==> src/rtl/mips_ctrl_pkg.sv <==
// Shared encodings for the multi-cycle MIPS controller: opcodes, C-type functions,
// FSM states, ALU operations and every datapath mux select.
package mips_ctrl_pkg;

    localparam logic [3:0] OP_LOAD    = 4'b0000;
    localparam logic [3:0] OP_STORE   = 4'b0001;
    localparam logic [3:0] OP_JUMP    = 4'b0010;
    localparam logic [3:0] OP_BRANCHZ = 4'b0100;
    localparam logic [3:0] OP_CTYPE   = 4'b1000;
    localparam logic [3:0] OP_ADDI    = 4'b1100;
    localparam logic [3:0] OP_SUBI    = 4'b1101;
    localparam logic [3:0] OP_ANDI    = 4'b1110;
    localparam logic [3:0] OP_ORI     = 4'b1111;

    localparam logic [1:0] ALU_ADD = 2'b00;
    localparam logic [1:0] ALU_SUB = 2'b01;
    localparam logic [1:0] ALU_AND = 2'b10;
    localparam logic [1:0] ALU_OR  = 2'b11;

    localparam logic [2:0] WSEL_NOT   = 3'd0;
    localparam logic [2:0] WSEL_ALU   = 3'd1;
    localparam logic [2:0] WSEL_DATA2 = 3'd2;
    localparam logic [2:0] WSEL_R0    = 3'd3;
    localparam logic [2:0] WSEL_MDR   = 3'd4;

    localparam logic       MADR_INST = 1'b0;
    localparam logic       MADR_PC   = 1'b1;
    localparam logic       WADR_RI   = 1'b0;
    localparam logic       WADR_R0   = 1'b1;
    localparam logic       A_R0      = 1'b0;
    localparam logic       A_PC      = 1'b1;
    localparam logic [1:0] B_IMM     = 2'd0;
    localparam logic [1:0] B_ONE     = 2'd1;
    localparam logic [1:0] B_DATA2   = 2'd2;
    localparam logic [1:0] PC_ALUREG = 2'd0;
    localparam logic [1:0] PC_BZ     = 2'd1;
    localparam logic [1:0] PC_JMP    = 2'd2;
    localparam logic [1:0] PC_ALUOUT = 2'd3;

    typedef enum logic [3:0] {
        S_FETCH   = 4'd0,
        S_DECODE  = 4'd1,
        S_LD_MEM  = 4'd2,
        S_LD_WB   = 4'd3,
        S_ST_MEM  = 4'd4,
        S_JMP     = 4'd5,
        S_BZ      = 4'd6,
        S_C_EXE   = 4'd7,
        S_I_EXE   = 4'd8,
        S_ALU_WB  = 4'd9,
        S_MV_TO   = 4'd10,
        S_MV_FROM = 4'd11,
        S_NOT_WB  = 4'd12,
        S_ILLEGAL = 4'd13
    } state_e;

    // Values equal the func bit index so the decoder can cast directly.
    typedef enum logic [2:0] {
        C_MOVETO   = 3'd0,
        C_MOVEFROM = 3'd1,
        C_ADD      = 3'd2,
        C_SUB      = 3'd3,
        C_AND      = 3'd4,
        C_OR       = 3'd5,
        C_NOT      = 3'd6,
        C_NOP      = 3'd7
    } c_kind_e;

    typedef enum logic [2:0] {
        AC_NONE  = 3'd0,
        AC_FETCH = 3'd1,
        AC_BZ    = 3'd2,
        AC_C     = 3'd3,
        AC_I     = 3'd4
    } alu_cls_e;

    typedef struct packed {
        logic       pc_write;
        logic       pc_write_cond;
        logic       mem_write;
        logic       mem_read;
        logic       ir_write;
        logic       reg_write_en;
        logic       mem_adr_sel;
        logic       reg_write_adr_sel;
        logic [2:0] reg_write_sel;
        logic       alu_src_a_sel;
        logic [1:0] alu_src_b_sel;
        logic [1:0] pc_sel;
        logic [1:0] alu_op;
    } ctrl_t;

    // Lowest set func bit wins; no bit set means NOP.
    function automatic c_kind_e c_decode(input logic [7:0] func);
        c_kind_e k;
        k = C_NOP;
        for (int i = 7; i >= 0; i--) begin
            if (func[i]) k = c_kind_e'(3'(i));
        end
        return k;
    endfunction

endpackage

==> src/rtl/mips_alu_ctrl.sv <==
// ALU operation select: derived from the class of the current state plus the
// instruction's opcode low bits (immediate ops) or func field (C-type ops).
module mips_alu_ctrl
    import mips_ctrl_pkg::*;
(
    input  alu_cls_e   i_cls,
    input  logic [1:0] i_op_lo,
    input  logic [7:0] i_func,
    output logic [1:0] o_alu_op
);

    always_comb begin
        o_alu_op = ALU_ADD;
        case (i_cls)
            AC_FETCH: o_alu_op = ALU_ADD;
            AC_BZ:    o_alu_op = ALU_AND;
            AC_I:     o_alu_op = i_op_lo;
            AC_C: begin
                case (c_decode(i_func))
                    C_SUB:   o_alu_op = ALU_SUB;
                    C_AND:   o_alu_op = ALU_AND;
                    C_OR:    o_alu_op = ALU_OR;
                    default: o_alu_op = ALU_ADD;
                endcase
            end
            default: o_alu_op = ALU_ADD;
        endcase
    end

endmodule

==> src/rtl/mips_controller.sv <==
// Multi-cycle Moore control FSM for the 16-bit accumulator MIPS datapath.
// Every output is a function of the state (and the held IR), forced to 0 during reset.
module mips_controller
    import mips_ctrl_pkg::*;
#(
    parameter int STATE_W = 4
) (
    input  logic               clk,
    input  logic               rst,
    input  logic [15:0]        inst_bus,
    output logic               pc_write,
    output logic               pc_write_cond,
    output logic               mem_write,
    output logic               mem_read,
    output logic               IR_write,
    output logic               reg_write_en,
    output logic               mem_adr_sel,
    output logic               reg_write_adr_sel,
    output logic [2:0]         reg_write_sel,
    output logic               ALU_src_A_sel,
    output logic [1:0]         ALU_src_B_sel,
    output logic [1:0]         pc_sel,
    output logic [1:0]         ALU_op_code,
    output logic [STATE_W-1:0] state_dbg
);

    state_e     r_state;
    state_e     w_next;
    ctrl_t      w_ctrl;
    ctrl_t      w_out;
    alu_cls_e   w_alu_cls;
    logic [1:0] w_alu_op;
    logic [3:0] w_opcode;
    c_kind_e    w_ckind;
    logic       w_unused;

    assign w_opcode = inst_bus[15:12];
    assign w_ckind  = c_decode(inst_bus[7:0]);
    assign w_unused = ^inst_bus[11:8];

    always_ff @(posedge clk or negedge rst) begin
        if (!rst) r_state <= S_FETCH;
        else      r_state <= w_next;
    end

    always_comb begin
        w_next = S_FETCH;
        case (r_state)
            S_FETCH:  w_next = S_DECODE;
            S_DECODE: begin
                case (w_opcode)
                    OP_LOAD:    w_next = S_LD_MEM;
                    OP_STORE:   w_next = S_ST_MEM;
                    OP_JUMP:    w_next = S_JMP;
                    OP_BRANCHZ: w_next = S_BZ;
                    OP_ADDI, OP_SUBI, OP_ANDI, OP_ORI: w_next = S_I_EXE;
                    OP_CTYPE: begin
                        case (w_ckind)
                            C_MOVETO:   w_next = S_MV_TO;
                            C_MOVEFROM: w_next = S_MV_FROM;
                            C_ADD, C_SUB, C_AND, C_OR: w_next = S_C_EXE;
                            C_NOT:      w_next = S_NOT_WB;
                            default:    w_next = S_FETCH;
                        endcase
                    end
                    default: w_next = S_FETCH;
                endcase
            end
            S_LD_MEM: w_next = S_LD_WB;
            S_C_EXE:  w_next = S_ALU_WB;
            S_I_EXE:  w_next = S_ALU_WB;
            default:  w_next = S_FETCH;
        endcase
    end

    always_comb begin
        w_alu_cls = AC_NONE;
        case (r_state)
            S_FETCH: w_alu_cls = AC_FETCH;
            S_BZ:    w_alu_cls = AC_BZ;
            S_C_EXE: w_alu_cls = AC_C;
            S_I_EXE: w_alu_cls = AC_I;
            default: w_alu_cls = AC_NONE;
        endcase
    end

    mips_alu_ctrl u_alu_ctrl (
        .i_cls    (w_alu_cls),
        .i_op_lo  (w_opcode[1:0]),
        .i_func   (inst_bus[7:0]),
        .o_alu_op (w_alu_op)
    );

    always_comb begin
        w_ctrl        = '0;
        w_ctrl.alu_op = w_alu_op;
        case (r_state)
            S_FETCH: begin
                w_ctrl.mem_read      = 1'b1;
                w_ctrl.mem_adr_sel   = MADR_PC;
                w_ctrl.ir_write      = 1'b1;
                w_ctrl.alu_src_a_sel = A_PC;
                w_ctrl.alu_src_b_sel = B_ONE;
                w_ctrl.pc_sel        = PC_ALUOUT;
                w_ctrl.pc_write      = 1'b1;
            end
            S_LD_MEM: begin
                w_ctrl.mem_read    = 1'b1;
                w_ctrl.mem_adr_sel = MADR_INST;
            end
            S_LD_WB: begin
                w_ctrl.reg_write_en      = 1'b1;
                w_ctrl.reg_write_sel     = WSEL_MDR;
                w_ctrl.reg_write_adr_sel = WADR_R0;
            end
            S_ST_MEM: begin
                w_ctrl.mem_write   = 1'b1;
                w_ctrl.mem_adr_sel = MADR_INST;
            end
            S_JMP: begin
                w_ctrl.pc_sel   = PC_JMP;
                w_ctrl.pc_write = 1'b1;
            end
            S_BZ: begin
                w_ctrl.alu_src_a_sel = A_R0;
                w_ctrl.alu_src_b_sel = B_DATA2;
                w_ctrl.pc_sel        = PC_BZ;
                w_ctrl.pc_write_cond = 1'b1;
            end
            S_C_EXE: begin
                w_ctrl.alu_src_a_sel = A_R0;
                w_ctrl.alu_src_b_sel = B_DATA2;
            end
            S_I_EXE: begin
                w_ctrl.alu_src_a_sel = A_R0;
                w_ctrl.alu_src_b_sel = B_IMM;
            end
            S_ALU_WB: begin
                w_ctrl.reg_write_en      = 1'b1;
                w_ctrl.reg_write_sel     = WSEL_ALU;
                w_ctrl.reg_write_adr_sel = WADR_R0;
            end
            S_MV_TO: begin
                w_ctrl.reg_write_en      = 1'b1;
                w_ctrl.reg_write_sel     = WSEL_R0;
                w_ctrl.reg_write_adr_sel = WADR_RI;
            end
            S_MV_FROM: begin
                w_ctrl.reg_write_en      = 1'b1;
                w_ctrl.reg_write_sel     = WSEL_DATA2;
                w_ctrl.reg_write_adr_sel = WADR_R0;
            end
            S_NOT_WB: begin
                w_ctrl.reg_write_en      = 1'b1;
                w_ctrl.reg_write_sel     = WSEL_NOT;
                w_ctrl.reg_write_adr_sel = WADR_R0;
            end
            default: w_ctrl = '0;
        endcase
    end

    assign w_out = rst ? w_ctrl : '0;

    assign pc_write          = w_out.pc_write;
    assign pc_write_cond     = w_out.pc_write_cond;
    assign mem_write         = w_out.mem_write;
    assign mem_read          = w_out.mem_read;
    assign IR_write          = w_out.ir_write;
    assign reg_write_en      = w_out.reg_write_en;
    assign mem_adr_sel       = w_out.mem_adr_sel;
    assign reg_write_adr_sel = w_out.reg_write_adr_sel;
    assign reg_write_sel     = w_out.reg_write_sel;
    assign ALU_src_A_sel     = w_out.alu_src_a_sel;
    assign ALU_src_B_sel     = w_out.alu_src_b_sel;
    assign pc_sel            = w_out.pc_sel;
    assign ALU_op_code       = w_out.alu_op;
    assign state_dbg         = rst ? STATE_W'(r_state) : '0;

endmodule
==> config.mk <==
export PLATFORM = sky130hd
export DESIGN_NAME = mips_controller
export DESIGN_NICKNAME = d
export VERILOG_FILES = /design/src/rtl/mips_ctrl_pkg.sv /design/src/rtl/mips_alu_ctrl.sv /design/src/rtl/mips_controller.sv
export SDC_FILE = /design/constraint.sdc
export NUM_CORES = 1
export LEC_CHECK = 0
export CAP_MARGIN = 5
export CORE_ASPECT_RATIO = 1.5
export CORE_MARGIN = 1.5
export CORE_UTILIZATION = 33
export CTS_CLUSTER_DIAMETER = 80
export CTS_CLUSTER_SIZE = 16
export DETAILED_ROUTE_END_ITERATION = 10
export PLACE_DENSITY_LB_ADDON = 0.08
export REMOVE_ABC_BUFFERS = 1
export SYNTH_ARGS = -nofsm -noshare
export SYNTH_HDL_FRONTEND = slang
export SYNTH_HIERARCHICAL = 1
export SYNTH_SLANG_ARGS = --single-unit
==> constraint.sdc <==
create_clock -name clk -period 1.8 [get_ports clk]
set_input_delay 0.27 -clock clk [delete_from_list [all_inputs] [get_ports clk]]
set_output_delay 0.27 -clock clk [all_outputs]
set_load 0.02 [all_outputs]
==> results.yml <==
grt:
  grt_use_met1_pct: 23.2
  met2_usage_pct: 40.5
  gr-usage-met3_pct: 2.30
  grt_pass1_wl_um: 3640
  top_usage_layer: "met2"
  grt_max_degree: 17
  grt_overflow: 0
  track_usage_pct: 22.3
  antenna_found_initial: 0
  first_global_vias: 884
routing:
  avgViaCountPerCell: 5.48
  dr.pass1.iters: 4
  wl_um: 2200
  ant_nets: 0
  via_count: 948
  drt_iter0_markers: 23
  wl_per_cell_um: 12.7
  drc: 0
synth:
  yosys.area_share.simple_pct: 48.8
  synth_area_um2: 669
  synth_area_leaders: "dfrtp_1 15%, and2_1 5.6%, nor2b_1 5.6%"
  async_flop_share_pct: 100
  synth_most_common_cell: "nor2_1"
  synth_fa_ha_area_share_pct: 0
  synth_area_leader_cell: "dfrtp_1"
  synth-main-ff-cell: "dfrtp_1"
  synth-edff-count: 0
  yosysSeqAreaShare_pct: 15.0
  synthXorXnorAreaFrac_pct: 3.93
  muxShareOfSynthArea_pct: 1.50
  synth.distinct_cells: 36
  avgSynthCellArea_um2: 6.90
  syn_inst: 97
  yosysTopAreaCellShare_pct: 15.0
  synth_common_cells: "9 x nor2_1, 7 x clkbuf_1, 6 x a21oi_1, 6 x and2_1, 6 x nor2b_1"
  ys_warn_count: 6
  synth_compound_gate_area_share_pct: 21.9
  synth_top_family_by_area: "simple AND/OR/NAND/NOR gates"
  synth_seq_cells: 4
status:
  status: "finished with violations"
  violations: "setup timing"
worst_setup_path:
  cp_max_fo: 2
  critPathRequiredTime_ns: 1.53
  arrival_ns: 1.92
  start_kind: "register"
  criticalPathCategory: "register to output port"
  crit_path_end_kind: "output port"
layout:
  nFillCells: 192
  largest_register_ffs: 4
  n_antenna_cell: 0
  nets: 172
  regMostFlops: "r_state"
  final-instance-count-excl-fill: 173
  reg.largest.list: "r_state: 4 flops"
  syn_to_final_growth_pct: 76.8
  drive_gt1_share_pct: 42.8
clock_tree:
  htree_levels: 1
  cts_tree: "done"
  ctsHoldBuffers: 0
  cts_sinks: 4
  cts_buffers: 3
  cts-root-buf: "clkbuf_4"
  clk_pin_slew_ns: 0.04
  cts_buffer_depth: 2
  clk_latency_ns: 0.23
floorplanning:
  die_w_um: 39.8
  ios: 40
  initial_core_util_pct: 35.6
  core-area_um2: 1880
  fp.dieH_um: 58.2
  dieArea_um2: 2310
  rows: 19
timing:
  finalSetupViolCount: 3
  max_freq_ghz: 0.456
  worst_pin_slew_ns: 0.412
  rsz0062_at_grt: "yes"
  final.min_clock_period_ns: 2.19
  drv_slew: 0
  relSlewSlack_pct: 72.3
  worst_slack_ns: -0.392
  skew_ns: 0.0000461
  min_period_over_period_pct: 122
  final_hold_viol_count: 0
pwr:
  ir_worst_vdd_v: 0.000535
  power_uw: 1390
  cellPowerDensity_nw_per_um2: 1170
  p_leak_uw: 0.000569
job:
  drv_cap: 0
placed_design:
  io_buffers: 34
  place_hpwl_um: 1710
  gp_congestion: 0.827
  post-place-cells: 168
min_path:
  hold_path.class: "primary input to async pin"
-- metrics by stage --
| stage | setup TNS, ns | hold WS, ns | util [%] | setup slack (ns) | instance area (um^2) |
|---|---|---|---|---|---|
| 2_1_floorplan | -1.04 | -0.0256 | - | -0.575 | 621 |
| 3_3_place_gp | -6.14 | 0.700 | 63.0 | -0.670 | 1180 |
| 3_5_place_dp | -6.39 | 0.711 | 63.0 | -0.770 | 1180 |
| 4_1_cts | -0.807 | 0.510 | 64.0 | -0.348 | 1200 |
| 5_1_grt | -1.40 | 0.551 | 63.0 | -0.512 | 1180 |
| 6_report | -0.762 | 0.510 | 63.0 | -0.392 | 1180 |
-- worst max-delay path: stages (launching register included) --
cell,delay [ns]
dfrtp_1,0.37
or2_1,0.25
nor2b_4,0.13
a211oi_2,0.24
nand3_1,0.16
o32ai_2,0.20
nor3b_2,0.19
buf_4,0.16
-- layout make-up --
class                           instances  area [um^2]  share of cell area (%)
Multi-Input combinational cell         80          558                    47.1
Tap cell                               21         26.3                    2.22
Sequential cell                         4          101                    8.56
Clock buffer                            3         22.5                    1.90
Timing Repair Buffer                   62          464                    39.2
Inverter                                3         11.3                   0.951
-- final timing paths --
kind,startpoint,endpoint,slack [ns],cells after the start
setup / recovery,r_state[1],ALU_op_code[1],-0.39,7
hold / removal,rst,r_state[2],0.51,3
setup reg to reg,r_state[3],r_state[0],0.03,6
hold reg to reg,r_state[3],r_state[3],0.73,3
max in group asynchronous,rst,r_state[0],1.15,3
min in group clk,r_state[3],r_state[3],0.73,3
-- layer usage --
| metal | share of wire [%] | vias to the layer above |
|---|---|---|
| met5 | 0 | - |
| met2 | 56 | 48 |
| met1 | 35 | 428 |
| met3 | 6.3 | 6 |
| li1 | - | 466 |
| met4 | 3.2 | 0 |
-- placed cells by master (no fill, tap or decap), types with 2 or more instances in the layout --
| master | synthesis | routed |
|---|---|---|
| buf_4 | 3 | 30 |
| clkdlybuf4s50_1 | 0 | 12 |
| buf_2 | 0 | 10 |
| nor2_1 | 9 | 8 |
| clkbuf_2 | 0 | 7 |
| a21oi_1 | 6 | 6 |
| and2_1 | 6 | 6 |
| nand2_1 | 5 | 5 |
| nor2b_1 | 6 | 4 |
| and3_1 | 4 | 4 |
| inv_1 | 3 | 3 |
| nor4b_1 | 4 | 3 |
| xor2_1 | 3 | 3 |
| nand3_1 | 3 | 3 |
| clkbuf_4 | 0 | 3 |
| dfrtp_1 | 4 | 3 |
| o21ai_0 | 4 | 2 |
| or2_1 | 2 | 2 |
| o21ai_1 | 0 | 2 |
| o21a_1 | 2 | 2 |
| or3_1 | 2 | 2 |
| nor3b_2 | 0 | 2 |
| nor3b_1 | 4 | 2 |
| nor3_1 | 3 | 2 |
| buf_6 | 0 | 2 |
-- report_power, final --
part / switching, uW / internal [uW] / total (uW)
Sequential: 30.6 / 126 / 156
Clock: 31.9 / 74.3 / 106
Combinational: 594 / 534 / 1130
Total: 656 / 734 / 1390
-- kinds of logic after synthesis --
kind of cell | count (synthesis)
simple gates | 54
buf+inv | 13
mux | 1
flops | 4
xor+xnor | 3
compound gates | 22
-- repair_timing --
action                                  4_1_cts  5_1_grt
endpoints found under the setup margin       22       23
gates cloned                                  0        0
pin swaps                                     4        6
gates resized for setup                      77       28
buffers inserted                              2        2
(Power assumes the default switching activity.)
